File: src/rtl/spi_xfer_scheduler.sv
// spi_xfer_scheduler: round-robin arbiter that shares one SPI master among NUM_REQ requesters.
// It feeds the granted requester's words to the master one at a time and routes MISO words back
// tagged with the requester id. An idle gap between bursts lets the master return to IDLE.
// Optional WAIT watchdog: define SPI_XFER_SCHED_TIMEOUT_EN (limit set by TIMEOUT).
module spi_xfer_scheduler #(
    parameter int NUM_REQ     = 4,
    parameter int WORD_LENGTH = 8,
    parameter int LEN_W       = 4,
    parameter int GAP_CYCLES  = 2,
    parameter int TIMEOUT     = 1024
) (
    input  logic                           clk,
    input  logic                           rst_n,
    input  logic [NUM_REQ-1:0]             req,
    input  logic [NUM_REQ*LEN_W-1:0]       req_len,
    input  logic [NUM_REQ*WORD_LENGTH-1:0] req_wdata,
    output logic [NUM_REQ-1:0]             gnt,
    output logic [NUM_REQ-1:0]             wdata_ack,
    output logic [WORD_LENGTH-1:0]         rdata,
    output logic                           rdata_valid,
    output logic [$clog2(NUM_REQ)-1:0]     rdata_id,
    output logic                           burst_done,
    output logic                           busy,
    input  logic                           m_ready,
    output logic                           m_start,
    output logic [WORD_LENGTH-1:0]         m_wdata,
    input  logic [WORD_LENGTH-1:0]         m_rdata,
    input  logic                           m_done,
    output logic                           err
);
    localparam int IDW = $clog2(NUM_REQ);
    localparam int GW  = $clog2(GAP_CYCLES + 1);
    localparam logic [NUM_REQ-1:0] ONE = NUM_REQ'(1);

    typedef enum logic [1:0] {IDLE, LOAD, WAIT, GAP} state_t;
    state_t state, state_n;

    logic [IDW-1:0]         rr_ptr, id, pick, id_d, rid_d;
    logic [LEN_W-1:0]       cnt;
    logic [GW-1:0]          gap_cnt;
    logic [NUM_REQ-1:0]     elig, gnt_d, ack_d;
    logic [WORD_LENGTH-1:0] wdata_d, rdata_d;
    logic                   found, last, gap_last, wd_hit;
    logic                   start_d, rvalid_d, done_d, busy_d;

    assign last     = cnt == LEN_W'(1);
    assign gap_last = gap_cnt == GW'(GAP_CYCLES - 1);

    // a requester is eligible only with a pending request and a non-zero word count
    always_comb begin
        elig = '0;
        for (int i = 0; i < NUM_REQ; i++)
            elig[i] = req[i] && (req_len[i*LEN_W +: LEN_W] != '0);
    end

    // first eligible index searching upward from rr_ptr with wrap
    always_comb begin
        found = 1'b0;
        pick  = '0;
        for (int k = 0; k < NUM_REQ; k++) begin
            if (!found && elig[(int'(rr_ptr) + k) % NUM_REQ]) begin
                found = 1'b1;
                pick  = IDW'((int'(rr_ptr) + k) % NUM_REQ);
            end
        end
    end

    // state register
    always_ff @(posedge clk or negedge rst_n) begin
        if (!rst_n) state <= IDLE;
        else        state <= state_n;
    end

    // next-state logic; a late m_done wins over a simultaneous watchdog expiry
    always_comb begin
        state_n = state;
        case (state)
            IDLE:    state_n = found ? LOAD : IDLE;
            LOAD:    state_n = m_ready ? WAIT : LOAD;
            WAIT:    state_n = m_done ? (last ? GAP : LOAD) : (wd_hit ? GAP : WAIT);
            GAP:     state_n = gap_last ? IDLE : GAP;
            default: state_n = IDLE;
        endcase
    end

    // next values of the registered outputs
    always_comb begin
        id_d     = (state == IDLE) ? pick : id;
        gnt_d    = (state_n == LOAD || state_n == WAIT) ? ONE << id_d : '0;
        start_d  = (state == LOAD) && m_ready;
        ack_d    = start_d ? ONE << id : '0;
        wdata_d  = start_d ? req_wdata[int'(id)*WORD_LENGTH +: WORD_LENGTH] : m_wdata;
        rvalid_d = (state == WAIT) && m_done;
        rdata_d  = rvalid_d ? m_rdata : rdata;
        rid_d    = rvalid_d ? id : rdata_id;
        done_d   = (state == WAIT) && (state_n == GAP);
        busy_d   = state_n != IDLE;
    end

    // output registers plus burst bookkeeping (owner, words left, pointer, gap timer)
    always_ff @(posedge clk or negedge rst_n) begin
        if (!rst_n) begin
            gnt         <= '0;
            wdata_ack   <= '0;
            rdata       <= '0;
            rdata_valid <= 1'b0;
            rdata_id    <= '0;
            burst_done  <= 1'b0;
            busy        <= 1'b0;
            m_start     <= 1'b0;
            m_wdata     <= '0;
            rr_ptr      <= '0;
            id          <= '0;
            cnt         <= '0;
            gap_cnt     <= '0;
        end else begin
            gnt         <= gnt_d;
            wdata_ack   <= ack_d;
            rdata       <= rdata_d;
            rdata_valid <= rvalid_d;
            rdata_id    <= rid_d;
            burst_done  <= done_d;
            busy        <= busy_d;
            m_start     <= start_d;
            m_wdata     <= wdata_d;
            gap_cnt     <= (state == GAP) ? gap_cnt + 1'b1 : '0;
            if (state == IDLE && found) begin
                id     <= pick;
                cnt    <= req_len[int'(pick)*LEN_W +: LEN_W];
                rr_ptr <= (int'(pick) == NUM_REQ - 1) ? '0 : pick + 1'b1;
            end
            if (rvalid_d) cnt <= cnt - 1'b1;
        end
    end

`ifdef SPI_XFER_SCHED_TIMEOUT_EN
    localparam int WDW = $clog2(TIMEOUT + 1);
    logic [WDW-1:0] wd;

    assign wd_hit = (state == WAIT) && !m_done && (wd == WDW'(TIMEOUT - 1));

    // watchdog: consecutive WAIT cycles without m_done; err pulses on expiry
    always_ff @(posedge clk or negedge rst_n) begin
        if (!rst_n) begin
            wd  <= '0;
            err <= 1'b0;
        end else begin
            wd  <= (state == WAIT && !m_done) ? wd + 1'b1 : '0;
            err <= wd_hit;
        end
    end
`else
    assign wd_hit = 1'b0;
    assign err    = 1'b0;
`endif

endmodule

File: config.mk
export PLATFORM = sky130hd
export DESIGN_NAME = spi_xfer_scheduler
export DESIGN_NICKNAME = d
export VERILOG_FILES = /design/src/rtl/spi_xfer_scheduler.sv
export SDC_FILE = /design/constraint.sdc
export NUM_CORES = 1
export LEC_CHECK = 0
export ABC_AREA = 1
export ABC_CLOCK_PERIOD_IN_PS = 3700
export CORE_MARGIN = 5
export CORE_UTILIZATION = 47
export DETAILED_ROUTE_END_ITERATION = 10
export HOLD_SLACK_MARGIN = 0.1
export PLACE_DENSITY = 0.85
export RECOVER_POWER = 25
export SLEW_MARGIN = 0
export SYNTH_ARGS = -nofsm -noshare
export SYNTH_HDL_FRONTEND = slang
export SYNTH_SLANG_ARGS = --single-unit
export TNS_END_PERCENT = 1
File: constraint.sdc
create_clock -name clk -period 3.7 [get_ports clk]
set_input_delay 0.74 -clock clk [delete_from_list [all_inputs] [get_ports clk]]
set_output_delay 0.74 -clock clk [all_outputs]
set_load 0.005 [all_outputs]
# After elaboration in Yosys (flattened, before gate mapping)
# Cells that the tools add are included.
[totals]
elab_cells = 97
output_inout_bits = 31
in_bits = 64
reg_bits = 42
[classes]
reduce_logical = 25
muxes = 32
n_lt_le_gt_ge = 4
n_addsub = 6
shifts = 4
bitwise_logic = 3
n_eq_ne = 9
[ops]
columns = ["operator", "n"]
rows = [
  ["32-bit by 6-bit variable part select with 8-bit output", 1],
  ["2-bit 2-to-1 mux", 11],
  ["4-bit 2-to-1 mux", 4],
  ["4-bit nonzero test", 4],
  ["16-bit by 5-bit variable part select with 4-bit output", 1],
  ["3-bit by 4-bit < comparator with 1-bit output (second input constant)", 3],
  ["1-bit 2-to-1 mux", 12],
  ["1-bit logical AND", 11],
  ["1-bit binary-select mux with 2-bit select", 4],
  ["2-bit by 1-bit == test with 1-bit output (second input constant)", 4],
  ["2-bit == test (second input constant)", 4],
  ["2-bit one-hot mux with 4 select lines", 1],
  ["1-bit by 2-bit << shifter with 4-bit output (first input constant)", 2],
  ["2-bit by 1-bit adder with 2-bit output (second input constant)", 3],
  ["2-bit OR reduction", 3],
  ["2-bit adder (second input constant)", 2],
  ["4-bit by 1-bit == test with 1-bit output (second input constant)", 1],
  ["2-bit nonzero test", 2],
  ["4-bit by 1-bit subtractor with 4-bit output (second input constant)", 1],
  ["1-bit bitwise AND (first input constant)", 3],
  ["1-bit zero test", 3],
  ["2-bit by 3-bit < comparator with 1-bit output (second input constant)", 1],
  ["2-bit zero test", 1],
  ["1-bit logical OR", 1],
]

# Longest topological paths before layout
# Gate-level depths: netlist of the first run.
[depth]
word_depth = 19
depth_mapped = 15
mapped_depth_nobuf = 15

# Least setup slack after synthesis of the first run
# Ideal clock, no wire load.
[synth_timing]
path_kind = "input -> register"
from = "input port req_len[15]"
to = "register gnt[0]"
setup_time_ps = 123
arrival_time_ps = 2009
path_slack_ps = 1567
cell_stages = 12
path_cell_list = "nor2_1 -> nand2_1 -> nand3_1 -> nand3_1 -> nand2_1 -> nand3_2 -> o21ai_1 -> nand2_1 -> inv_1 -> ha_1 -> inv_1 -> nor3_2"
[synth_via]
elab_chain_len = 19
[synth_lines]
columns = ["element", "line", "text"]
rows = [
  ["start: declaration", "15", "input logic [NUM_REQ*LEN_W-1:0] req_len,"],
  ["4-bit nonzero test *", "53", "elig[i] = req[i] && (req_len[i*LEN_W +: LEN_W] != '0);"],
  ["1-bit logical AND *", "53", ""],
  ["1-bit binary-select mux with 2-bit select", "61", "if (!found && elig[(int'(rr_ptr) + k) % NUM_REQ]) begin"],
  ["1-bit 2-to-1 mux (implied by the code)", "61", ""],
  ["1-bit 2-to-1 mux", "61", ""],
  ["1-bit zero test", "61", ""],
  ["1-bit logical AND", "61", ""],
  ["1-bit 2-to-1 mux", "61", ""],
  ["[... 5 more ...]", "--", ""],
  ["1-bit 2-to-1 mux *", "61", ""],
  ["1-bit 2-to-1 mux *", "78", "IDLE: state_n = found ? LOAD : IDLE;"],
  ["2-bit one-hot mux with 4 select lines *", "77", "case (state)"],
  ["via state_n[0]", "36", "state_t state, state_n;"],
  ["2-bit by 1-bit == test with 1-bit output or 2-bit == test (tied branches)", "89", "gnt_d = (state_n == LOAD || state_n == WAIT) ? ONE << id_d : '0;"],
  ["1-bit logical OR *", "89", ""],
  ["4-bit 2-to-1 mux *", "89", ""],
  ["via gnt_d[0]", "41", "logic [NUM_REQ-1:0] elig, gnt_d, ack_d;"],
  ["end signal: assignment", "117", "gnt <= gnt_d;"],
  ["end: declaration", "17", "output logic [NUM_REQ-1:0] gnt,"],
]
# The timed path passes the listed nets; every way through them passes the cells marked *. The select of a mux whose other input is x is not followed.
# A chain may end at the register's enable or synchronous reset.

# Worst setup path in the final report of the first run
[layout_timing]
from = "input port req_len[6]"
to = "register gnt[0]"
# The elaborated chain is that of the path after synthesis.

==> results of run 1 <==
cells in the final DEF, fill, tap and decap left out, types with 3 or more instances in the layout:
| cell type | count |
|---|---|
| a21oi_1 | 5 |
| nor3_1 | 7 |
| nand3_2 | 4 |
| clkdlybuf4s50_1 | 92 |
| nand2_4 | 4 |
| o21ai_0 | 9 |
| nand2_1 | 118 |
| nor2_2 | 5 |
| a22oi_1 | 3 |
| nor2_1 | 23 |
| ha_1 | 5 |
| inv_1 | 38 |
| dfrtp_1 | 42 |
| nand3_1 | 32 |
| clkbuf_8 | 6 |
| nand4_1 | 8 |
per-layer routing:
| metal | wire, µm | share of wire (%) |
|---|---|---|
| met5 | 0 | 0 |
| met3 | 400 | 6.0 |
| met4 | 182 | 2.7 |
| met2 | 3530 | 53 |
| met1 | 2550 | 38 |
state kept, by name, summed over array words and instances (netlist names):
register	count
rdata_id	2
busy	1
state	2
gnt	4
cnt	4
wdata_ack	4
rdata	8
burst_done	1
rr_ptr	2
m_wdata	8
id	2
m_start	1
rdata_valid	1
gap_cnt	2
worst register-to-register path, stage by stage (launching register included):
cell and delay, ns:
dfrtp_1 0.53, inv_2 0.11, nand3_1 0.14, nand3_1 0.08, nand2_1 0.15, nand3_2 0.12, o21ai_1 0.22, nand2_1 0.13
inv_1 0.07, ha_1 0.24, inv_1 0.10, nor3_2 0.05
final timing paths:
kind | start | end | depth (start not counted)
worst min register to register | gap_cnt[0]$_DFF_PN0_ | gap_cnt[0]$_DFF_PN0_ | 1
max in group asynchronous | rst_n | rdata_id[0]$_DFFE_PN0P_ | 1
min in group asynchronous | rst_n | m_wdata[2]$_DFFE_PN0P_ | 1
worst min-delay path | gap_cnt[0]$_DFF_PN0_ | gap_cnt[0]$_DFF_PN0_ | 1
worst max-delay path | req_len[6] | gnt[0]$_DFF_PN0_ | 13
worst max register to register | rr_ptr[0]$_DFFE_PN0P_ | gnt[0]$_DFF_PN0_ | 11
report_power, final:
group | switching [mW] | internal [mW] | leakage (nW)
Combinational | 0.971 | 0.701 | 1.15
Sequential | 0.124 | 0.650 | 0.532
Clock | 0.150 | 0.151 | 0.0482
layout make-up:
type                            instances  area (µm²)
Tap cell                               70        87.6
Sequential cell                        42        1050
Fill cell                             424        1550
Inverter                               41         156
Multi-Input combinational cell        240        1200
Clock inverter                          1        5.00
Clock buffer                            7        86.3
Timing Repair Buffer                   95         940
per-stage QoR:
| step | instance area, µm² | hold slack (ns) | utilization [%] | instances | setup WS, ns |
|---|---|---|---|---|---|
| floorplan | 2450 | 0.410 | - | 330 | 1.57 |
| global route | 3520 | 0.489 | 69.4 | 496 | 0.914 |
| detailed placement | 3430 | 0.459 | 67.7 | 488 | 0.917 |
| global placement | 3430 | 0.423 | 67.7 | 488 | 0.983 |
| finish | 3520 | 0.452 | 69.4 | 496 | 1.22 |
| CTS | 3520 | 0.468 | 69.5 | 496 | 1.23 |
cell families (layout without fill, tap and decap cells):
family                   count (synthesis)  count (layout)  synth area share [%]
AO/OA/AOI/OAI                           23              23                  5.82
flip-flops                              42              42                  42.9
other                                    1               1                 0.153
buffers and inverters                   48             144                  8.22
XOR/XNOR                                 3               3                  1.38
AND/OR/NAND/NOR                        208             208                  39.0
adder cells (fa/ha/maj)                  5               5                  2.55
==> impl_metrics.json, run 1 <==
{
  "leakagePower_nw": 1.73,
  "port_buffers": 93,
  "dieArea_mm2": 0.00676,
  "core_area_mm2": 0.00507,
  "slowest_stage": "clkdlybuf4s50_1",
  "dp_hpwl_mm": 5.27,
  "criticalPathCategory": "in2reg",
  "route.vias.total": 2456,
  "setup_violations": 0,
  "synth.ff_latch_count": 42,
  "wl_per_cell_um": 13.4,
  "synth_flop_cell": "dfrtp_1",
  "critPathBufInv": 3,
  "slowest_delay_ns": 0.42,
  "row_count": 26,
  "ys_top_cells_by_count": "nand2_1 (118), dfrtp_1 (42), inv_1 (38)",
  "cp_common_cell": "nand2_1",
  "seq_area_frac_synth_pct": 42.9,
  "nets": 494,
  "run_status": "complete, but fails checks",
  "synth_area_per_cell_um2": 7.42,
  "gp_congestion": 0.894,
  "path_cells": "clkdlybuf4s50_1 -> nor2_1 -> nand2_1 -> nand3_1 -> nand3_1 -> nand2_1 -> nand3_2 -> o21ai_1 -> nand2_1 -> inv_1 -> ha_1 -> inv_1 -> nor3_2",
  "synth_nets": 399,
  "grt-ovfl-total": 0,
  "crit_family": "simple AND/OR/NAND/NOR gates",
  "synth.top_cells.by_area": "dfrtp_1 (43%), nand2_1 (18%), nand3_1 (6.5%)",
  "grt_use_total_pct": 20.1,
  "final-hold-violation-count": 0,
  "routed_wl_mm": 6.66,
  "tightest_slew_ns": 2.18,
  "die_h_um": 82.2,
  "rsz0062_at_grt": "false",
  "min_period_over_period_pct": 67.0,
  "synth_area_mm2": 0.00245,
  "arrival_ns": 2.66,
  "n_antenna_cell": 0,
  "grt_pass1_vias": 2409,
  "maxCapViolations": 1,
  "initial_core_util_pct": 48.3,
  "grt_max_degree": 43,
  "drive_above_1_share_pct": 7.98,
  "ir_drop_v": 0.000404,
  "cts_setup_buffers": 0,
  "cts_root_buf": "clkbuf_8",
  "ff2ff_setup_slack_ns": 1.65,
  "drtAntennaViolNets": 0,
  "drt_first_pass_iters": 4,
  "design.portCount": 95,
  "ys_types": 31,
  "crit_fanout": 3,
  "vias_per_cell": 4.95,
  "finalMaxSlewViolations": 43,
  "synth.most_common_cell": "nand2_1",
  "crit_required_ns": 3.88,
  "yosys.area.top_type_share_pct": 42.9,
  "clkLatencyLatePin_ns": 0.30,
  "synth_edf_count": 0,
  "area_growth_pct": 43.8,
  "use_met3_pct": 3.69,
  "ctsHoldBuffers": 0,
  "path_clk_slew_ns": 0.07,
  "slew_headroom_pct": -45.7,
  "violations": "max-capacitance violations, max-slew violations",
  "drcViolationCount": 0,
  "antenna_found_initial": 0,
  "tns_ns": 0,
  "p_per_area_mw_per_mm2": 780,
  "top_usage_layer": "met2",
  "power_mw": 2.75,
  "fmax_mhz": 404,
  "cp-start-kind": "input port",
  "synthCells": 330,
  "async_reset_ff_share_pct": 100,
  "grt_util_met2_pct": 36.9,
  "period_needed_ns": 2.48,
  "met1_usage_pct": 22.9,
  "grt_pass1_wl_mm": 10.7,
  "min_path_type": "reg2reg",
  "cts_tree": "built",
  "synth_area_leader_cell": "dfrtp_1",
  "yosys_warnings": 0,
  "cts_resized": 0,
  "finClkSkew_ns": 0.0107,
  "die_x_um": 82.2,
  "ctsHtreeMaxLevel": 2,
  "drt_iter0_drc": 79,
  "cts_buffer_depth": 2,
  "critPathCaptureType": "flop",
  "cts_sinks": 42,
  "numCtsBuffers": 5
}
(Power assumes the default switching activity.)
==> inputs of run 2 (changes only) <==
- ABC_CLOCK_PERIOD_IN_PS: 3700 -> 2100
- CORE_UTILIZATION: 47 -> 40
- PLACE_DENSITY: 0.85 -> 0.77
- clock period: 3.7 -> 2.1 ns (I/O delays scaled with it)
==> impl_metrics.json, run 2 (synthesized netlist as in run 1, its figures left out) <==
{
  "port_buffers": 93,
  "final_common_cell": "nand2_1",
  "tns_ns": 0,
  "layout_common_cells": "nand2_1 (109), clkdlybuf4s50_1 (77), dfrtp_1 (41)",
  "whs_endpoint": "gap_cnt[0]$_DFF_PN0_",
  "r2r_cells": 11,
  "grt_pass1_vias": 2419,
  "core_area_mm2": 0.00596,
  "r2r_start": "rr_ptr[1]$_DFFE_PN0P_",
  "largestRegisters": "m_wdata (8), rdata (8)",
  "crit_fanout": 8,
  "slowest_stage": "clkdlybuf4s50_1",
  "utilization_pct": 65.4,
  "setup_violations": 0,
  "finClkSkew_ns": 0.00567,
  "crit_required_ns": 2.33,
  "finalMaxSlewViolations": 0,
  "drt_iter0_drc": 118,
  "cp-start-kind": "input port",
  "cp_common_cell": "nand2_2",
  "layout_setup_ws_ns": 0.0801,
  "design.portCount": 95,
  "criticalPathCategory": "in2reg",
  "whs_ns": 0.439,
  "drcViolationCount": 0,
  "tightest_slew_ns": 1.09,
  "drt_first_pass_iters": 4,
  "drive_above_1_share_pct": 18.6,
  "power.share.clock_pct": 11.3,
  "swShare_pct": 44.1,
  "grt_max_degree": 22,
  "dieArea_mm2": 0.00779,
  "ff2ff_setup_slack_ns": 0.10,
  "path_cells": "clkdlybuf4s50_1 -> nor2_2 -> nand2_2 -> nand3_2 -> nand3_1 -> nand2_2 -> buf_4 -> nand4_2 -> nand2_4 -> nand2_8 -> inv_4 -> nand2_4 -> o21ai_4 -> nand2_2 -> nor2_2",
  "vias_per_cell": 4.89,
  "period_needed_ns": 2.02,
  "cts_buffer_depth": 2,
  "hold_path_depth": 1,
  "power.switching_mw": 2.42,
  "slew_headroom_pct": 27.0,
  "power.share.combinational_pct": 63.6,
  "cts_sinks": 42,
  "die_x_um": 88.3,
  "cts_root_buf": "clkbuf_8",
  "n_antenna_cell": 0,
  "antenna_found_initial": 0,
  "numCtsBuffers": 5,
  "leakagePower_nw": 2.01,
  "routed_wl_mm": 7.33,
  "pre_cts_ws_ns": -0.358,
  "intPower_mw": 3.07,
  "min_path_type": "reg2reg",
  "min_period_over_period_pct": 96.2,
  "area_growth_pct": 58.9,
  "seqPwrFrac_pct": 25.1,
  "row_count": 28,
  "fmax_mhz": 495,
  "wl_per_cell_um": 13.9,
  "maxCapViolations": 0,
  "grt_use_total_pct": 17.8,
  "die_h_um": 88.3,
  "cts_tree": "built",
  "run_status": "complete, no violations",
  "gp_congestion": 0.869,
  "clkLatencyLatePin_ns": 0.29,
  "path_clk_slew_ns": 0.08,
  "initial_core_util_pct": 41.1,
  "p_per_area_mw_per_mm2": 1410,
  "final-hold-violation-count": 0,
  "grt-ovfl-total": 0,
  "arrival_ns": 2.25,
  "reg2reg_to": "gnt[0]$_DFF_PN0_",
  "route.vias.total": 2575,
  "critPathCaptureType": "flop",
  "ctsHtreeMaxLevel": 2,
  "drtAntennaViolNets": 0,
  "hold_start": "gap_cnt[0]$_DFF_PN0_",
  "grt_pass1_wl_mm": 10.9,
  "dp_hpwl_mm": 5.58,
  "ir_drop_v": 0.000760,
  "slowest_delay_ns": 0.43,
  "nets": 520
}
[run 2: cell count changes in the layout (fill, tap and decap cells not counted), sizes merged]
| cell | delta |
|---|---|
| dlymetal6s2s | +15 |
| bufinv | +1 |
| clkinv | +1 |
| dlygate4sd3 | +1 |
| buf | +22 |
| clkdlybuf4s50 | -15 |
| clkbuf | +1 |
[run 2: critical path, delay by kind of cell]
family                 cells  cell delay [ns]
buffers and inverters      3             0.64
and+or+nand+nor           11             1.09
AOI/OAI and AO/OA          1             0.08
[run 2: power groups by stage]
stage	clock [mW]	sequential (mW)	combinational, mW
2_1_floorplan	0	1.34	1.98
3_3_place_gp	0	1.37	3.17
3_5_place_dp	0	1.38	3.25
4_1_cts	0.635	1.37	3.30
5_1_grt	0.676	1.43	3.85
6_report	0.620	1.38	3.49
[run 2: how the worst max path moves through the flow]
stage | start | end | slack [ns] | depth (start not counted)
detailed placement | req_len[6] | gnt[0]$_DFF_PN0_ | -0.36 | 13
global route | rr_ptr[0]$_DFFE_PN0P_ | gnt[0]$_DFF_PN0_ | -0.007 | 13
finish | req_len[4] | gnt[1]$_DFF_PN0_ | 0.08 | 15
CTS | req_len[6] | cnt[0]$_DFFE_PN0P_ | 0.01 | 14
floorplan | rr_ptr[1]$_DFFE_PN0P_ | gnt[0]$_DFF_PN0_ | 0.25 | 11
global placement | req_len[6] | cnt[3]$_DFFE_PN0P_ | -0.32 | 16
[run 2: area by class of cell]
cell class / count / area [µm²]
clock buffer: 5 / 68.8
clock inverter: 3 / 40.0
fill: 514 / 2060
inverter: 41 / 156
multi-input combinational: 240 / 1320
sequential: 42 / 1050
tap: 75 / 93.8
timing repair buffer: 121 / 1160
[run 2: timing repair]
| action | 4_1_cts | 5_1_grt |
|---|---|---|
| setup endpoints to repair | 7 | 10 |
| setup buffers | 0 | 1 |
| resized for setup | 4 | 44 |
| gates cloned | 0 | 0 |
| pin swaps | 0 | 19 |
| endpoints found under the hold margin | 19 | 0 |
| hold buffers | 1 | 0 |
[run 2: metal layers]
layer  up-vias  global-route usage [%]  routed length [µm]
met4         0                    7.28                 138
met1      1204                    22.0                3000
met3        13                    2.61                 340
met5         -                       0                   0
li1       1286                       -                   -
met2        72                    31.1                3850
[run 2: metrics by stage]
step	power [mW]	area (µm²)	instances
after floorplan	3.32	2450	330
after global placement	4.55	3620	517
after detailed placement	4.63	3620	517
after CTS	5.31	3750	526
after global routing	5.95	3890	527
final	5.49	3890	527
==> inputs of run 3 (changes only) <==
- CTS_CLUSTER_DIAMETER: unset -> 60
- PLACE_DENSITY: 0.77 -> 0.85
==> impl_metrics.json, run 3 (synthesized netlist as in run 1, its figures left out) <==
{
  "run_status": "complete, but fails checks",
  "violations": "max-capacitance violations, max-slew violations",
  "slew_headroom_pct": -3.83,
  "reg2reg_to": "cnt[3]$_DFFE_PN0P_",
  "drt_iter0_drc": 81,
  "hold_path_depth": 1,
  "slowest_delay_ns": 0.51,
  "grt_pass1_vias": 2530,
  "cts_tree": "built",
  "clkLatencyLatePin_ns": 0.29,
  "drive_above_1_share_pct": 21.1,
  "fmax_mhz": 504,
  "cp_common_cell": "nand3_1",
  "die_x_um": 88.3,
  "dieArea_mm2": 0.00779,
  "placed_cells": 518,
  "initial_core_util_pct": 41.1,
  "grt_max_degree": 32,
  "critPathBufInv": 3,
  "seqPwrFrac_pct": 24.1,
  "path_cells": "xnor2_2 -> nand3_2 -> nand2_4 -> buf_6 -> nand4_4 -> nand2_4 -> buf_4 -> nand3_1 -> nand3_1 -> nand3_1 -> nand2_1 -> inv_1",
  "n_antenna_cell": 0,
  "core_area_mm2": 0.00596,
  "utilization_pct": 66.6,
  "criticalPathCategory": "reg2reg",
  "crit_fanout": 8,
  "intPower_mw": 3.19,
  "min_period_over_period_pct": 94.6,
  "final_common_cell": "nand2_1",
  "area_growth_pct": 62.0,
  "grt-ovfl-total": 0,
  "setup_violations": 0,
  "gp_congestion": 0.855,
  "largestRegisters": "m_wdata (8), rdata (8)",
  "ctsHtreeMaxLevel": 2,
  "ff2ff_setup_slack_ns": 0.11,
  "cts_root_buf": "clkbuf_8",
  "tns_ns": 0,
  "drtAntennaViolNets": 0,
  "finalMaxSlewViolations": 32,
  "r2r_cells": 12,
  "route.vias.total": 2624,
  "finalNonFillerCells": 531,
  "arrival_ns": 2.17,
  "ir_drop_v": 0.000784,
  "hold_start": "gap_cnt[0]$_DFF_PN0_",
  "path_clk_slew_ns": 0.08,
  "vias_per_cell": 4.94,
  "dp_hpwl_mm": 5.72,
  "finClkSkew_ns": 0.0107,
  "filler_cell_count": 462,
  "port_buffers": 93,
  "tightest_slew_ns": 1.56,
  "p_per_area_mw_per_mm2": 1450,
  "design.portCount": 95,
  "cp-start-kind": "flop",
  "power.share.clock_pct": 9.2,
  "nets": 524,
  "power.share.combinational_pct": 66.7,
  "critPathCaptureType": "flop",
  "routed_wl_mm": 7.49,
  "cts_sinks": 42,
  "crit_family": "simple AND/OR/NAND/NOR gates",
  "period_needed_ns": 1.99,
  "antenna_found_initial": 0,
  "leakagePower_nw": 2.04,
  "whs_endpoint": "gap_cnt[0]$_DFF_PN0_",
  "grt_use_total_pct": 18.0,
  "layout_common_cells": "nand2_1 (105), clkdlybuf4s50_1 (76), dfrtp_1 (41)",
  "grt_pass1_wl_mm": 11.1,
  "row_count": 28,
  "crit_cells": 12,
  "die_h_um": 88.3,
  "ctsHoldBuffers": 0,
  "r2r_start": "rr_ptr[0]$_DFFE_PN0P_",
  "wl_per_cell_um": 14.1,
  "final-hold-violation-count": 0,
  "drcViolationCount": 0,
  "drt_first_pass_iters": 4,
  "cts_buffer_depth": 2,
  "power.switching_mw": 2.58,
  "swShare_pct": 44.8,
  "maxCapViolations": 1,
  "slowest_stage": "dfrtp_2",
  "min_path_type": "reg2reg",
  "crit_required_ns": 2.28,
  "numCtsBuffers": 5
}
-- run 3: changes by cell type in the layout (fill, tap and decap cells not counted), moves of 3 or more --
| cell | previous run | this run |
|---|---|---|
| buf_4 | 24 | 29 |
| nand2_1 | 109 | 105 |
| nand2_2 | 11 | 15 |
| buf_6 | 0 | 3 |
-- run 3: area by class of cell --
type,instances,area (µm²),share of cell area (%)
Multi-Input combinational cell,240,1360,34.2
Timing Repair Buffer,125,1220,30.7
Sequential cell,42,1050,26.5
Inverter,41,159,4.01
Tap cell,75,93.8,2.37
Clock buffer,7,86.3,2.18
Clock inverter,1,5.00,0.126
-- run 3: worst max path at each step --
stage	startpoint	to	slack [ns]
floorplan	rr_ptr[1]$_DFFE_PN0P_	gnt[0]$_DFF_PN0_	0.25
global placement	req_len[6]	gnt[0]$_DFF_PN0_	-0.22
detailed placement	req_len[6]	gnt[1]$_DFF_PN0_	-0.32
CTS	req_len[8]	gnt[2]$_DFF_PN0_	0.002
global route	rr_ptr[1]$_DFFE_PN0P_	cnt[0]$_DFFE_PN0P_	-0.03
finish	rr_ptr[0]$_DFFE_PN0P_	cnt[3]$_DFFE_PN0P_	0.11
-- run 3: metrics by stage --
step           setup WS [ns]  instance area (µm²)  hold WS, ns  total power [mW]
5_1_grt              -0.0266                 3970        0.462              6.23
2_1_floorplan          0.251                 2450        0.124              3.32
6_report               0.114                 3970        0.449              5.77
3_3_place_gp          -0.220                 3630        0.421              4.56
3_5_place_dp          -0.320                 3630        0.437              4.71
4_1_cts              0.00246                 3740        0.174              5.31
-- run 3: per-layer routing --
layer	global-route usage [%]	part of all wire, %	wire length (µm)
met5	0	0	0
met3	2.79	6.3	474
met2	33.3	53	4000
met1	21.3	38	2860
met4	5.63	2.0	148
-- run 3: power by group through the flow --
stage                     clock network (mW)  logic [mW]  registers (mW)
after CTS                              0.548        3.39            1.38
after floorplan                            0        1.98            1.34
after global placement                     0        3.18            1.37
after detailed placement                   0        3.32            1.39
after global routing                   0.573        4.22            1.43
final                                  0.533        3.85            1.39
-- run 3: timing repair --
action | CTS | global route
setup endpoints to repair | 2 | 12
setup buffers | 2 | 3
pin swaps | 1 | 30
resized for setup | 2 | 57
